<file path="src/rtl/tt_um_instruction_register.sv">
// Instruction register for the 8-bit SAP-style CPU: captures the fetched byte, feeds opcode to control, drives operand to bus.
// Latency: a load is visible on opcode/operand one cycle after the capturing edge; bus_oe/bus_out are combinational.
// Backpressure: none; loads are accepted every cycle ir_load_n is low unless halted, and ignored while halted.
module tt_um_instruction_register #(
    parameter logic [7:0] RESET_INSTR = 8'h10,
    parameter int         CNT_WIDTH   = 8
) (
    input  logic                 clk,
    input  logic                 resetn,
    input  logic [7:0]           bus_in,
    input  logic                 ir_load_n,
    input  logic                 ir_en_n,
    output logic [3:0]           opcode,
    output logic [3:0]           operand,
    output logic [7:0]           bus_out,
    output logic                 bus_oe,
    output logic                 halted,
    output logic                 illegal_op,
    output logic                 bus_conflict,
    output logic [CNT_WIDTH-1:0] instr_count
);

    logic [7:0]           ir_q,       ir_d;
    logic                 halted_q,   halted_d;
    logic                 conflict_q, conflict_d;
    logic [CNT_WIDTH-1:0] count_q,    count_d;

    // A capture happens only when the load strobe is active and the CPU has not halted.
    logic load_acc;
    assign load_acc = ~ir_load_n & ~halted_q;

    // Next-state: capture, halt detection on HLT capture, sticky conflict flag, wrapping fetch counter.
    always_comb begin
        ir_d       = ir_q;
        halted_d   = halted_q;
        conflict_d = conflict_q;
        count_d    = count_q;
        if (load_acc) begin
            ir_d    = bus_in;
            count_d = count_q + {{(CNT_WIDTH-1){1'b0}}, 1'b1};
            if (bus_in[7:4] == 4'h0) begin
                halted_d = 1'b1;
            end
        end
        // Load and drive in the same cycle is a bus fight, flagged even when the load itself is ignored.
        if (!ir_load_n && !ir_en_n) begin
            conflict_d = 1'b1;
        end
    end

    // State register with synchronous active-low reset taking priority over any load.
    always_ff @(posedge clk) begin
        if (!resetn) begin
            ir_q       <= RESET_INSTR;
            halted_q   <= 1'b0;
            conflict_q <= 1'b0;
            count_q    <= '0;
        end else begin
            ir_q       <= ir_d;
            halted_q   <= halted_d;
            conflict_q <= conflict_d;
            count_q    <= count_d;
        end
    end

    // Outputs: all register-derived except the bus driver enable, which tracks ir_en_n directly.
    assign opcode       = ir_q[7:4];
    assign operand      = ir_q[3:0];
    assign bus_out      = {4'b0000, ir_q[3:0]};
    assign bus_oe       = ~ir_en_n;
    assign halted       = halted_q;
    assign illegal_op   = ir_q[7];
    assign bus_conflict = conflict_q;
    assign instr_count  = count_q;

endmodule
</file>
<file path="config.mk">
export PLATFORM = sky130hd
export DESIGN_NAME = tt_um_instruction_register
export DESIGN_NICKNAME = d
export VERILOG_FILES = /design/src/rtl/tt_um_instruction_register.sv
export SDC_FILE = /design/constraint.sdc
export NUM_CORES = 1
export LEC_CHECK = 0
export CORE_MARGIN = 1.5
export CORE_UTILIZATION = 41
export DETAILED_ROUTE_END_ITERATION = 10
export PLACE_DENSITY = 0.82
export REMOVE_ABC_BUFFERS = 1
export SLEW_MARGIN = 20
export SYNTH_ARGS = -nofsm -noshare
export SYNTH_HDL_FRONTEND = slang
export SYNTH_SLANG_ARGS = --single-unit
</file>
<file path="constraint.sdc">
create_clock -name clk -period 3 [get_ports clk]
set_clock_uncertainty 0.2 [all_clocks]
set_input_delay 0.45 -clock clk [delete_from_list [all_inputs] [get_ports clk]]
set_output_delay 0.45 -clock clk [all_outputs]
set_load 0.005 [all_outputs]
</file>
==> impl_metrics.yaml, run 1 <==
critical_path:
  cp-startpoint: "ir_en_n"
  cp_common_cell: "clkdlybuf4s50_1"
  r2r-end: "instr_count[5]"
  r2r_cells: 3
  crit_family: "buffers and inverters"
  worstPathCellList: "clkdlybuf4s50_1 -> inv_1 -> clkdlybuf4s50_1"
  worstSetupStartpointType: "input pin"
  worstSetupPathType: "input pin to output port"
  slowest_delay_ps: 490
  end_kind: "output port"
  regToRegStartpoint: "halted"
  critPathBufInv: 3
  arrival_ps: 1410
  cp.required_ps: 2350
  slowest_stage: "clkdlybuf4s50_1"
  r2r_slack_ps: 1260
  path_max_fanout: 2
power_and_ir_drop:
  power_mw: 0.483
  p_per_area_mw_per_mm2: 424
  p_leak_nw: 0.419
  vdd_drop_max_mv: 0.363
timing:
  worstMarginPinSlew_ps: 637
  hold_viol_final: 0
  setup_ws_ps: 940
  report.final.setup_viol: 0
  max_freq_mhz: 485
  rsz0062_at_grt: "no"
  period_needed_ps: 2060
  min_period_over_period_pct: 68.7
  max-slew-margin-rel_pct: 57.4
  slew_viol_final: 0
  tns_ps: 0
clock_tree:
  cts_hold_buf: 0
  root_buffer: "clkbuf_4"
  cts_sinks: 18
  htree_levels: 1
  cts_setup_buffers: 0
  cts_buffer_depth: 2
  clk_latency_ps: 290
  cts_tree: "built"
  cts_buffers: 3
  cts_resized: 0
  clkTransAtPathRegs_ps: 100
routing:
  vias: 732
  avgRoutedWirePerCell_um: 11.0
  drc: 0
  antenna_left: 0
  dr.pass1.iters: 4
  wl_mm: 1.69
  via_per_inst: 4.75
  first_iter_violations: 8
placement:
  pre_cts_ws_ps: 684
  gp_congestion: 0.670
  port_buffers: 35
  place_hpwl_mm: 1.26
floorplan:
  die_y_um: 46.8
  std_cell_rows: 15
  die-width_um: 46.8
  core-area_mm2: 0.00176
  ios: 40
  start_util_pct: 44.7
  die_area_mm2: 0.00219
status:
  outcome: "complete, no violations"
layout:
  num-fill-cells: 170
  area_growth_pct: 44.4
  drive_gt1_share_pct: 3.88
  antenna_cells: 0
  final_nets: 143
synth:
  synth-seq-cells: 18
  synth.largest_area_cell: "dfxtp_1"
  synth_cell_types: 21
  synth_most_common_cell: "nand2_1"
  syn_inst: 99
  synth_area_um2: 788
  ys_warn_count: 0
  synth_top_area_share_pct: 45.7
  synth_seq_area_share_pct: 45.7
  avgSynthCellArea_um2: 7.96
  synth_edf_count: 0
  synth_flop_cell: "dfxtp_1"
  async_flop_share_pct: 0
  netlist_top_cells_count: "21 x nand2_1, 18 x dfxtp_1, 12 x a21oi_1"
  synth.area.top_cells: "dfxtp_1 46%, nand2_1 10%, buf_4 8.6%, a21oi_1 7.6%, nor2_1 3.8%"
global_route:
  grt_first_pass_wirelength_mm: 2.65
  grt.overflow.total: 0
  grt_pass1_vias: 638
  antenna_found_initial: 0
  grt_use_total_pct: 17.2
  grt_max_degree: 16
worst_hold_path:
  holdPathEnd: "ir_q[5]"
  hp-class: "flip-flop to flip-flop"
  whs_path_depth: 2
  min_from: "ir_q[5]"
flow_run:
  max_cap_violations: 0
through the flow:
stage	hold slack [ps]	instance area [µm²]	util [%]	cells
global route	291	1140	64.5	154
CTS	271	1140	64.5	154
global placement	248	1100	62.5	150
detailed placement	253	1100	62.5	150
finish	270	1140	64.5	154
floorplan	253	721	-	90
layout make-up:
| class | count | area [µm²] | share of cell area [%] |
|---|---|---|---|
| Multi-Input combinational cell | 66 | 338 | 29.7 |
| Timing Repair Buffer | 35 | 350 | 30.8 |
| Inverter | 6 | 22.5 | 1.98 |
| Tap cell | 25 | 31.3 | 2.75 |
| Clock buffer | 4 | 36.3 | 3.19 |
| Sequential cell | 18 | 360 | 31.6 |
registers in the layout (all words and copies together) (netlist names):
name          cells
ir_q              8
bus_conflict      1
instr_count       8
halted            1
layer usage:
metal	up-vias	GRT usage, %	part of all wire [%]
li1	376	-	-
met1	330	22.1	45
met2	24	26.3	48
met3	2	7.69	6.2
met4	0	5.00	0.71
met5	-	0	0
cells in the final DEF, fill, tap and decap left out, types with 2 or more instances in the layout:
master | netlist | layout
nand2_1 | 21 | 21
xnor2_1 | 2 | 2
nand2b_1 | 2 | 2
clkdlybuf4s50_1 | 0 | 35
or4_1 | 2 | 2
nor2_1 | 8 | 8
o31ai_1 | 2 | 2
mux2i_1 | 2 | 2
inv_1 | 6 | 6
conb_1 | 1 | 4
clkbuf_4 | 0 | 3
a21oi_1 | 12 | 12
nor4_1 | 2 | 2
dfxtp_1 | 18 | 18
nand3_1 | 3 | 3
cell families (layout without fill, tap and decap cells):
family	Yosys count	count (layout)	share of synthesized area [%]
other	1	4	0.476
AOI/OAI and AO/OA	15	15	10.6
xor gates and xnor gates	2	2	2.22
DFF	18	18	45.7
muxes	2	2	2.54
adders and majority gates	1	1	1.59
buffers and inverters	18	45	12.9
and+or+nand+nor	42	42	24.0
worst max path at each step:
stage | to | slack [ps] | depth (start not counted)
after floorplan | instr_count[5] | 1300 | 3
after global placement | instr_count[5] | 740 | 4
after detailed placement | instr_count[5] | 680 | 4
after CTS | bus_oe | 940 | 3
after global routing | bus_oe | 890 | 3
final | bus_oe | 940 | 3
worst min-delay path: cells and delay by family (launching register included):
family | cells | cell delay [ps]
flops | 1 | 330
simple gates | 1 | 50
compound gates | 1 | 50
where the power goes:
part	switching, mW	leakage (nW)	internal [mW]
Clock	0.0743	0.0210	0.0740
Sequential	0.00908	0.147	0.249
Combinational	0.0301	0.250	0.0458
No activity file was read; power rests on OpenSTA's default activity.
==> inputs of run 2 (changes only) <==
CORE_UTILIZATION = 38   (was 41)
PLACE_DENSITY = 0.77   (was 0.82)
clock period = 2.15 ns   (was 3 ns; I/O delays follow)
==> impl_metrics.yaml, run 2 (synthesized netlist as in run 1, its figures left out) <==
timing:
  min_period_over_period_pct: 84.8
  whs_ps: 267
  tns_ps: 0
  hold_viol_final: 0
  period_needed_ps: 1820
  slew_viol_final: 0
  max_freq_mhz: 548
  rsz0062_at_grt: "no"
  report.final.setup_viol: 0
clock_tree:
  cts_buffer_depth: 2
  htree_levels: 1
  cts_hold_buf: 0
  cts_setup_buffers: 0
  cts_tree: "built"
  cts_resized: 0
  root_buffer: "clkbuf_4"
  clk_latency_ps: 300
  cts_buffers: 3
  cts_sinks: 18
  clkTransAtPathRegs_ps: 100
layout:
  utilization_pct: 59.3
  final_cell_mix: "35 x clkdlybuf4s50_1, 21 x nand2_1, 18 x dfxtp_1"
  antenna_cells: 0
  area_growth_pct: 47.6
  drive_gt1_share_pct: 6.06
  stdcell_count: 159
  final_nets: 146
  layout_commonest_cell: "clkdlybuf4s50_1"
  num-fill-cells: 194
global_route:
  grt_max_degree: 16
  antenna_found_initial: 0
  grt_use_total_pct: 16.7
  grt_first_pass_wirelength_mm: 3.01
  grt.overflow.total: 0
  grt_pass1_vias: 685
power_and_ir_drop:
  vdd_drop_max_mv: 0.270
  clkPwrFrac_pct: 30.9
  p_leak_nw: 0.433
  switching_share_pct: 23.9
  p_switching_mw: 0.163
  p_per_area_mw_per_mm2: 586
  combPwrFrac_pct: 16.2
  power_mw: 0.682
  seq_power_share_pct: 52.9
  p_int_mw: 0.519
routing:
  drc: 0
  wl_mm: 1.88
  via_per_inst: 4.71
  dr.pass1.iters: 3
  antenna_left: 0
  first_iter_violations: 13
  vias: 749
  avgRoutedWirePerCell_um: 11.8
critical_path:
  worstSetupPathType: "flip-flop to output port"
  crit_family: "buffers and inverters"
  arrival_ps: 1300
  worstPathCellList: "clkdlybuf4s50_1"
  critPathBufInv: 1
  worstSetupStartpointType: "flip-flop"
  slowest_delay_ps: 550
  end_kind: "output port"
  path_max_fanout: 6
  slowest_stage: "clkdlybuf4s50_1"
  r2r_cells: 3
  cp.required_ps: 1630
  crit_cells: 1
worst_hold_path:
  whs_path_depth: 2
  hp-class: "flip-flop to flip-flop"
floorplan:
  start_util_pct: 40.2
  ios: 40
  die-width_um: 48.5
  std_cell_rows: 16
  die_y_um: 48.5
  die_area_mm2: 0.00236
  core-area_mm2: 0.00196
placement:
  port_buffers: 35
  gp_congestion: 0.750
  dp.cells: 155
  place_hpwl_mm: 1.44
status:
  outcome: "complete, no violations"
flow_run:
  max_cap_violations: 0
## run 2: final cells by class
type                       instances  area [µm²]  area share [%]
multi-input combinational         66         338            29.0
clock buffer                       4        36.3            3.12
sequential                        18         360            31.0
inverter                           6        22.5            1.94
timing repair buffer              38         373            32.0
tap                               27        33.8            2.90
## run 2: final timing paths
path                                startpoint  slack [ps]             end
worst max-delay path            instr_count[2]         330  instr_count[2]
worst max register to register          halted         440  instr_count[5]
worst min register to register         ir_q[6]         270         ir_q[6]
worst min-delay path                   ir_q[6]         270         ir_q[6]
## run 2: layer usage
metal | up-vias | wire length (µm) | GRT usage, %
li1 | 379 | - | -
met1 | 336 | 778 | 17.3
met2 | 29 | 956 | 30.8
met3 | 5 | 91 | 2.78
met4 | 0 | 49 | 11.4
met5 | - | 0 | 0
## run 2: metrics by stage
stage	setup slack (ps)	cell area, µm²
2_1_floorplan	545	721
3_3_place_gp	150	1130
3_5_place_dp	96.8	1130
4_1_cts	316	1160
5_1_grt	257	1160
6_report	326	1160
## run 2: power by group through the flow
stage                     Clock (mW)  Sequential [mW]  Combinational (mW)
final                          0.211            0.361               0.110
after global placement             0            0.368               0.108
after detailed placement           0            0.369               0.111
after CTS                      0.215            0.361               0.111
after floorplan                    0            0.369              0.0330
after global routing           0.230            0.364               0.120
==> inputs of run 3 (changes only) <==
clock period = 1.75 ns   (was 2.15 ns; I/O delays follow)
==> impl_metrics.yaml, run 3 (synthesized netlist as in run 1, its figures left out) <==
routing:
  drc: 0
  vias: 775
  avgRoutedWirePerCell_um: 11.4
  first_iter_violations: 7
  via_per_inst: 4.73
  wl_mm: 1.87
  dr.pass1.iters: 4
  antenna_left: 0
clock_tree:
  clkTransAtPathRegs_ps: 100
  root_buffer: "clkbuf_4"
  cts_buffers: 3
  cts_hold_buf: 0
  cts_sinks: 18
  clk_latency_ps: 290
  htree_levels: 1
  cts_tree: "built"
  cts_buffer_depth: 2
timing:
  report.final.setup_viol: 0
  min_period_over_period_pct: 97.1
  hold_viol_final: 0
  period_needed_ps: 1700
  whs_ps: 271
  setup_ws_ps: 51.0
  slew_viol_final: 0
  rsz0062_at_grt: "no"
  max_freq_mhz: 589
status:
  outcome: "complete, no violations"
floorplan:
  start_util_pct: 40.2
  die_area_mm2: 0.00236
  core-area_mm2: 0.00196
  std_cell_rows: 16
  ios: 40
  die_y_um: 48.5
  die-width_um: 48.5
critical_path:
  worstSetupPathType: "input pin to output port"
  slowest_stage: "clkdlybuf4s50_1"
  worstSetupStartpointType: "input pin"
  end_kind: "output port"
  cp_common_cell: "clkdlybuf4s50_1"
  worstPathCellList: "clkdlybuf4s50_1 -> inv_1 -> clkdlybuf4s50_1"
  path_max_fanout: 2
  arrival_ps: 1240
  slowest_delay_ps: 490
  cp.required_ps: 1290
placement:
  gp_congestion: 0.709
  port_buffers: 35
  dp.cells: 160
  pre_cts_ws_ps: -161
  place_hpwl_mm: 1.49
layout:
  drive_gt1_share_pct: 12.4
  num-fill-cells: 192
  stdcell_count: 164
  final_cell_mix: "34 x clkdlybuf4s50_1, 21 x nand2_1, 14 x dfxtp_1"
  antenna_cells: 0
  seqCellArea_um2: 365
  area_growth_pct: 53.3
  utilization_pct: 61.6
  layout_commonest_cell: "clkdlybuf4s50_1"
  final_nets: 151
  multiInputGateArea_um2: 338
global_route:
  grt.overflow.total: 0
  grt_use_total_pct: 16.3
  grt_first_pass_wirelength_mm: 2.98
  grt_pass1_vias: 742
  grt_max_degree: 15
  antenna_found_initial: 0
worst_hold_path:
  hp-class: "flip-flop to flip-flop"
flow_run:
  max_cap_violations: 0
power_and_ir_drop:
  p_leak_nw: 0.478
  p_per_area_mw_per_mm2: 694
  vdd_drop_max_mv: 0.455
-- run 3: cell count changes in the layout (fill, tap and decap cells not counted) --
cell,before,now
buf_4,3,8
dfxtp_2,0,4
clkdlybuf4s50_1,35,34
dlymetal6s2s_1,0,1
dfxtp_1,18,14
-- run 3: metal layers --
layer,up-vias,wire length (µm),global-route usage [%]
li1,388,-,-
met1,355,773,16.1
met2,30,1000,32.9
met3,2,75,1.85
met4,0,19,8.57
met5,-,0,0
-- run 3: final timing paths --
path,to,slack [ps],startpoint,depth (start not counted)
min reg2reg,ir_q[5],270,ir_q[5],2
min,ir_q[5],270,ir_q[5],2
max,bus_oe,50,ir_en_n,3
max reg2reg,instr_count[5],170,halted,3
-- run 3: per-stage QoR --
stage / instance area (µm²) / power (mW) / setup TNS [ps]
6_report: 1210 / 0.839 / 0
5_1_grt: 1210 / 0.875 / 0
4_1_cts: 1200 / 0.846 / 0
3_5_place_dp: 1160 / 0.597 / -416
3_3_place_gp: 1160 / 0.591 / -210
2_1_floorplan: 721 / 0.494 / 0
-- run 3: worst max-delay path: cells and delay by family --
family	cells	cell delay (ps)
buf+inv	3	970
-- run 3: timing repair --
| action | in CTS | in global routing |
|---|---|---|
| buffers inserted | 0 | 0 |
| gates cloned | 0 | 0 |
| gates resized for setup | 1 | 4 |
| endpoints found under the hold margin | 0 | 0 |
| setup endpoints to repair | 1 | 3 |
-- run 3: final cells by class --
class	instances	area share, %
Sequential cell	18	30.2
Timing Repair Buffer	43	34.2
Multi-Input combinational cell	66	28.0
Tap cell	27	2.80
Inverter	6	1.86
Clock buffer	4	3.00
-- run 3: report_power, final --
group	switching, mW	internal (mW)	leakage [nW]
clock	0.126	0.127	0.0210
sequential	0.0155	0.428	0.149
combinational	0.0540	0.0886	0.308
